$ cat src/rtl/ac_pkg.sv
// ---------------------------------------------------------------------------
// ac_pkg: shared types and default sizing for the access-control frame
// sequencer (ac_frame_ctrl) and its 2-D beat counter (ac_xy_counter).
// ---------------------------------------------------------------------------
package ac_pkg;

    // Default width of source geometry fields and input-side counters.
    localparam int unsigned CNT_W_DEF      = 16;
    // Default log2 of the per-axis up-scale factor (2 -> 4x per axis).
    localparam int unsigned SCALE_LOG2_DEF = 2;

    // Frame sequencer states.
    typedef enum logic [1:0] {
        IDLE = 2'd0,
        RUN  = 2'd1,
        DONE = 2'd2
    } state_e;

endpackage : ac_pkg

$ cat src/rtl/ac_xy_counter.sv
// ---------------------------------------------------------------------------
// ac_xy_counter: 2-D raster position counter. x advances on inc and wraps at
// x_max back to 0, advancing y. clr has priority over inc.
//
// Ports:
//   clk, rst        clock, synchronous active-high reset
//   clr             return to (0,0)
//   inc             advance by one beat
//   x_max, y_max    last column / last row index (inclusive)
//   x, y            current position
//   x_end           x is on the last column
//   last            position is the final beat of the raster
// ---------------------------------------------------------------------------
module ac_xy_counter #(
    parameter int unsigned WIDTH = 16
) (
    input  logic             clk,
    input  logic             rst,
    input  logic             clr,
    input  logic             inc,
    input  logic [WIDTH-1:0] x_max,
    input  logic [WIDTH-1:0] y_max,
    output logic [WIDTH-1:0] x,
    output logic [WIDTH-1:0] y,
    output logic             x_end,
    output logic             last
);

    logic [WIDTH-1:0] x_q, x_d;
    logic [WIDTH-1:0] y_q, y_d;

    // Position decode.
    always_comb begin
        x_end = (x_q == x_max);
        last  = x_end && (y_q == y_max);
    end

    // Next position.
    always_comb begin
        x_d = x_q;
        y_d = y_q;
        if (clr) begin
            x_d = '0;
            y_d = '0;
        end else if (inc) begin
            if (x_end) begin
                x_d = '0;
                y_d = y_q + WIDTH'(1);
            end else begin
                x_d = x_q + WIDTH'(1);
            end
        end
    end

    always_ff @(posedge clk) begin
        if (rst) begin
            x_q <= '0;
            y_q <= '0;
        end else begin
            x_q <= x_d;
            y_q <= y_d;
        end
    end

    assign x = x_q;
    assign y = y_q;

endmodule : ac_xy_counter

$ cat src/rtl/ac_frame_ctrl.sv
// ---------------------------------------------------------------------------
// ac_frame_ctrl: frame sequencer between the access-control stream ports and
// the up-sampling core. Latches source geometry on start, gates input beat
// acceptance, counts input and output beats, generates output tlast/tuser,
// raises a level done interrupt and flags framing errors.
//
// Ports:
//   clk, rst                 clock, synchronous active-high reset
//   cfg_start                start pulse (honoured in IDLE only)
//   cfg_width, cfg_height    source geometry
//   irq_clr                  clears interrupt_updone, returns to IDLE
//   in_en                    input handshake permit
//   in_fire, in_tlast        accepted input beat and its tlast
//   out_fire                 accepted output beat
//   out_tlast, out_tuser     output framing for the current beat
//   busy                     frame in progress
//   interrupt_updone         frame complete (level)
//   err_tlast, err_cfg       sticky error flags
// ---------------------------------------------------------------------------
module ac_frame_ctrl
    import ac_pkg::*;
#(
    parameter int unsigned CNT_W      = CNT_W_DEF,
    parameter int unsigned SCALE_LOG2 = SCALE_LOG2_DEF
) (
    input  logic             clk,
    input  logic             rst,
    input  logic             cfg_start,
    input  logic [CNT_W-1:0] cfg_width,
    input  logic [CNT_W-1:0] cfg_height,
    input  logic             irq_clr,
    output logic             in_en,
    input  logic             in_fire,
    input  logic             in_tlast,
    input  logic             out_fire,
    output logic             out_tlast,
    output logic             out_tuser,
    output logic             busy,
    output logic             interrupt_updone,
    output logic             err_tlast,
    output logic             err_cfg
);

    localparam int unsigned OUT_W = CNT_W + SCALE_LOG2;

    state_e           state_q, state_d;
    logic [CNT_W-1:0] w_q, w_d;
    logic [CNT_W-1:0] h_q, h_d;
    logic             in_done_q, in_done_d;
    logic             out_done_q, out_done_d;
    logic             err_tlast_q, err_tlast_d;
    logic             err_cfg_q, err_cfg_d;

    logic             cfg_ok;
    logic             start_acc;
    logic             in_acc;
    logic             out_acc;
    logic [CNT_W-1:0] in_x_max, in_y_max;
    logic [OUT_W-1:0] out_x_max, out_y_max;

    // Input position is only needed through its end/last decodes.
    logic [CNT_W-1:0] in_x_unused, in_y_unused;
    logic             in_x_end, in_last;
    logic [OUT_W-1:0] out_x, out_y;
    logic             out_x_end, out_last;

    // Qualified events and counter limits. Output limits are widened before
    // the shift so a full-scale width cannot overflow.
    always_comb begin
        cfg_ok    = (cfg_width != '0) && (cfg_height != '0);
        start_acc = (state_q == IDLE) && cfg_start && cfg_ok;
        in_acc    = (state_q == RUN) && in_fire && !in_done_q;
        out_acc   = (state_q == RUN) && out_fire && !out_done_q;
        in_x_max  = w_q - CNT_W'(1);
        in_y_max  = h_q - CNT_W'(1);
        out_x_max = (OUT_W'(w_q) << SCALE_LOG2) - OUT_W'(1);
        out_y_max = (OUT_W'(h_q) << SCALE_LOG2) - OUT_W'(1);
    end

    ac_xy_counter #(
        .WIDTH (CNT_W)
    ) u_in_cnt (
        .clk   (clk),
        .rst   (rst),
        .clr   (start_acc),
        .inc   (in_acc),
        .x_max (in_x_max),
        .y_max (in_y_max),
        .x     (in_x_unused),
        .y     (in_y_unused),
        .x_end (in_x_end),
        .last  (in_last)
    );

    ac_xy_counter #(
        .WIDTH (OUT_W)
    ) u_out_cnt (
        .clk   (clk),
        .rst   (rst),
        .clr   (start_acc),
        .inc   (out_acc),
        .x_max (out_x_max),
        .y_max (out_y_max),
        .x     (out_x),
        .y     (out_y),
        .x_end (out_x_end),
        .last  (out_last)
    );

    // Next-state, geometry latch, done and error flags.
    always_comb begin
        state_d     = state_q;
        w_d         = w_q;
        h_d         = h_q;
        in_done_d   = in_done_q;
        out_done_d  = out_done_q;
        err_tlast_d = err_tlast_q;
        err_cfg_d   = err_cfg_q;

        unique case (state_q)
            IDLE: begin
                if (cfg_start) begin
                    if (cfg_ok) begin
                        w_d         = cfg_width;
                        h_d         = cfg_height;
                        in_done_d   = 1'b0;
                        out_done_d  = 1'b0;
                        err_tlast_d = 1'b0;
                        err_cfg_d   = 1'b0;
                        state_d     = RUN;
                    end else begin
                        err_cfg_d = 1'b1;
                    end
                end
            end
            RUN: begin
                if (in_acc) begin
                    // Flag tlast disagreement; the counter is not realigned.
                    if (in_tlast != in_x_end) begin
                        err_tlast_d = 1'b1;
                    end
                    if (in_last) begin
                        in_done_d = 1'b1;
                    end
                end
                if (out_acc && out_last) begin
                    out_done_d = 1'b1;
                end
                // Next-cycle flags so both finishing together still leaves.
                if (in_done_d && out_done_d) begin
                    state_d = DONE;
                end
            end
            DONE: begin
                if (irq_clr) begin
                    state_d = IDLE;
                end
            end
            default: begin
                state_d = IDLE;
            end
        endcase
    end

    always_ff @(posedge clk) begin
        if (rst) begin
            state_q     <= IDLE;
            w_q         <= '0;
            h_q         <= '0;
            in_done_q   <= 1'b0;
            out_done_q  <= 1'b0;
            err_tlast_q <= 1'b0;
            err_cfg_q   <= 1'b0;
        end else begin
            state_q     <= state_d;
            w_q         <= w_d;
            h_q         <= h_d;
            in_done_q   <= in_done_d;
            out_done_q  <= out_done_d;
            err_tlast_q <= err_tlast_d;
            err_cfg_q   <= err_cfg_d;
        end
    end

    // Status and framing outputs decoded from registered state.
    always_comb begin
        busy             = (state_q == RUN);
        interrupt_updone = (state_q == DONE);
        in_en            = busy && !in_done_q;
        out_tlast        = busy && !out_done_q && out_x_end;
        out_tuser        = busy && !out_done_q && (out_x == '0) && (out_y == '0);
        err_tlast        = err_tlast_q;
        err_cfg          = err_cfg_q;
    end

endmodule : ac_frame_ctrl

$ cat config.mk
export PLATFORM = sky130hd
export DESIGN_NAME = ac_frame_ctrl
export DESIGN_NICKNAME = d
export VERILOG_FILES = /design/src/rtl/ac_pkg.sv /design/src/rtl/ac_xy_counter.sv /design/src/rtl/ac_frame_ctrl.sv
export SDC_FILE = /design/constraint.sdc
export NUM_CORES = 1
export LEC_CHECK = 0
export ABC_AREA = 1
export BUFFER_PORTS_ARGS = -buffer_cell sky130_fd_sc_hd__buf_2
export CORE_MARGIN = 3
export CORE_UTILIZATION = 55
export DETAILED_ROUTE_END_ITERATION = 6
export PLACE_DENSITY = 0.73
export RECOVER_POWER = 25
export REMOVE_ABC_BUFFERS = 1
export SLEW_MARGIN = 20
export SYNTH_ARGS = -nofsm -noshare
export SYNTH_HDL_FRONTEND = slang
export SYNTH_SLANG_ARGS = --single-unit
$ cat constraint.sdc
create_clock -name clk -period 4.75 [get_ports clk]
set_input_delay 0.2375 -clock clk [delete_from_list [all_inputs] [get_ports clk]]
set_output_delay 0.2375 -clock clk [all_outputs]
set_load 0.01 [all_outputs]
==> flow_metrics.py <==
metrics = {
    "power": {
        "comb_power_share_pct": 21.1,
        "swShare_pct": 31.1,
        "intPower_mw": 1.56,
        "vdd_drop_max_mv": 0.222,
        "netSwitchingPower_mw": 0.704,
        "powerDensity_nw_per_um2": 293,
        "pwr-share-seq_pct": 41.6,
        "p_leak_nw": 3.20,
        "p_clk_share_pct": 37.3,
        "p_total_mw": 2.27,
    },
    "worst_setup_path": {
        "end_kind": "register",
        "crit_slowest_cell": "clkbuf_1",
        "worstPathMaxFanout": 41,
        "crit_chain": "nor2_1 > inv_1 > nor2_1 > nand2_2 > nand2_1 > clkbuf_1 > inv_1 > nand2_1 > inv_1 > nand3_1 > inv_1",
        "crit_arrival_ps": 3790,
        "start_kind": "register",
        "crit_top_cell": "inv_1",
        "critPathKind": "register to register",
        "critPathMaxStageDelay_ps": 1530,
        "critPathRequiredTime_ps": 5010,
    },
    "placement": {
        "hpwl_um": 16600,
        "place_ws_ps": 1530,
        "portBuffers": 45,
        "gp_congestion": 0.947,
        "dpl.cell_count": 1337,
        "place_area_um2": 7420,
    },
    "synthesis": {
        "yosysWarnings": 0,
        "yosys_most_used_dff": "dfxtp_1",
        "syn_avg_cell_area_um2": 6.17,
        "async_flop_share_pct": 0,
        "netlist_instances": 1144,
        "yosysUniqueCellTypes": 43,
        "yosysSeqAreaShare_pct": 30.1,
        "netlist_area_um2": 7060,
        "synth-edff-count": 0,
        "ys_ff_latch": 106,
    },
    "route": {
        "wl_per_cell_um": 15.7,
        "viasPerCell": 5.60,
        "drt_iter0_markers": 636,
        "first_pass_iters": 5,
        "num_vias": 7571,
        "drc_errors": 0,
        "routed_wl_um": 21200,
        "ant_nets": 0,
    },
    "clock_network": {
        "clk_path_buf_depth": 2,
        "clock_latency_ps": 360,
        "tritoncts": "yes",
        "clkTransAtPathRegs_ps": 70,
        "clk_root_buffer_cell": "clkbuf_16",
        "cts-resized-gates": 0,
        "post_cts_buffers": 0,
        "cts.htree.levels": 3,
        "cts_sinks": 106,
        "hold_buffers": 0,
        "cts_buffers": 9,
    },
    "global_route": {
        "antenna_found_initial": 0,
        "grt_max_degree": 66,
        "grtUsageTotal_pct": 30.4,
        "grt_overflow_total": 0,
        "grt_first_pass_wirelength_um": 34800,
        "grt_pass1_vias": 6656,
    },
    "timing": {
        "maxSlewViolCount": 42,
        "finalHoldViolCount": 0,
        "finalClockSkew_ps": 6.66,
        "fmax_mhz": 283,
        "finalSetupTns_ps": 0,
        "setup-violations-final": 0,
        "post-route-period-util_pct": 74.3,
        "rsz0062_at_grt": "no",
        "fin_crit_ps": 3530,
        "worst_pin_slew_ps": 2160,
        "timing.final.ws_setup_ps": 1220,
        "finalHoldWorstSlack_ps": 108,
        "maxSlewHeadroom_pct": -44.1,
    },
    "final_layout": {
        "final_util_pct": 63.1,
        "layout_commonest_cell": "nand2_1",
        "final_cell_count_no_fill": 1351,
        "n_antenna_cell": 0,
        "design_area_um2": 7730,
        "layout-drive-gt1-share_pct": 7.61,
        "nets": 1227,
        "areaGrowthSynthToFinish_pct": 9.50,
        "layout_common_cells": "nand2_1 (289), nand3_1 (147), inv_1 (138), nor2_1 (130), dfxtp_1 (106)",
    },
    "run_status": {
        "outcome": "complete, but fails checks",
        "violations": "capacitance limit, slew limit",
    },
    "floorplanning": {
        "start_util_pct": 57.6,
        "die_w_um": 119,
        "ios": 46,
        "die-area_um2": 14200,
        "die_y_um": 119,
        "rows": 40,
        "core_area_um2": 12300,
    },
    "run": {
        "drv_cap": 1,
    },
    "worst_hold_path": {
        "hp-class": "input pin to register",
    },
}
power by group through the flow:
stage | combinational (mW) | clock (mW) | sequential (mW)
after floorplan | 0.344 | 0 | 0.954
after global placement | 0.465 | 0 | 0.961
after detailed placement | 0.467 | 0 | 0.961
after CTS | 0.471 | 0.854 | 0.941
after global routing | 0.544 | 0.890 | 0.946
final | 0.479 | 0.846 | 0.942
per-layer routing:
metal,global-route usage (%),vias to the layer above,part of all wire [%]
met4,4.65,0,0.64
met5,0,-,0
met2,41.0,294,39
met1,49.7,3437,51
met3,6.17,12,8.8
li1,-,3828,-
critical path: cells and delay by family (launching register included):
| kind | cells | cell delay (ps) |
|---|---|---|
| AND/OR/NAND/NOR | 6 | 1060 |
| flip-flops | 1 | 330 |
| buffers and inverters | 5 | 1980 |
cells in the mapped netlist (5+ instances only):
| library cell | instances | area, um^2 |
|---|---|---|
| dfxtp_1 | 106 | 2120 |
| xor2_1 | 25 | 219 |
| nand4_1 | 25 | 156 |
| nor2_2 | 8 | 50.1 |
| inv_1 | 137 | 514 |
| nand2_1 | 290 | 1090 |
| nor3b_1 | 9 | 67.6 |
| nor4_1 | 19 | 119 |
| nor3_1 | 35 | 175 |
| nand2_2 | 8 | 50.1 |
| ha_1 | 8 | 100 |
| a21oi_1 | 75 | 375 |
| xnor2_1 | 5 | 43.8 |
| nand3_1 | 147 | 736 |
| nor2_1 | 130 | 488 |
| o21ai_0 | 49 | 245 |
| nand3b_1 | 6 | 45.0 |
| clkbuf_1 | 18 | 67.6 |
worst paths after layout:
check                   from             end  slack (ps)  cells after the start
setup / recovery  state_q[0]  u_in_cnt.x[14]        1220                     11
hold / removal           rst      out_done_q         110                      2
setup reg to reg  state_q[0]  u_in_cnt.x[14]        1220                     11
hold reg to reg    err_tlast       err_tlast         460                      2
cells by family after synthesis:
| logic type | Yosys count | synth area share (%) |
|---|---|---|
| simple gates | 693 | 44.6 |
| compound gates | 138 | 10.3 |
| fa+ha+maj | 8 | 1.42 |
| xor+xnor | 33 | 4.50 |
| buf+inv | 166 | 9.13 |
| flops | 106 | 30.1 |
cell type report:
| type | count | area (um^2) |
|---|---|---|
| fill | 1259 | 4530 |
| multi-input combinational | 872 | 4300 |
| sequential | 106 | 2120 |
| inverter | 143 | 539 |
| clock buffer | 12 | 267 |
| timing repair buffer | 48 | 236 |
| tap | 168 | 210 |
| clock inverter | 2 | 60.1 |
sequential cells by signal, indices dropped and copies added (netlist names):
name,count
w_q,16
out_done_q,1
h_q,16
u_out_cnt.y,18
u_out_cnt.x,18
err_tlast,1
in_done_q,1
u_in_cnt.x,16
err_cfg,1
u_in_cnt.y,16
state_q,2
Note: power is estimated with default switching activity, not from simulation.
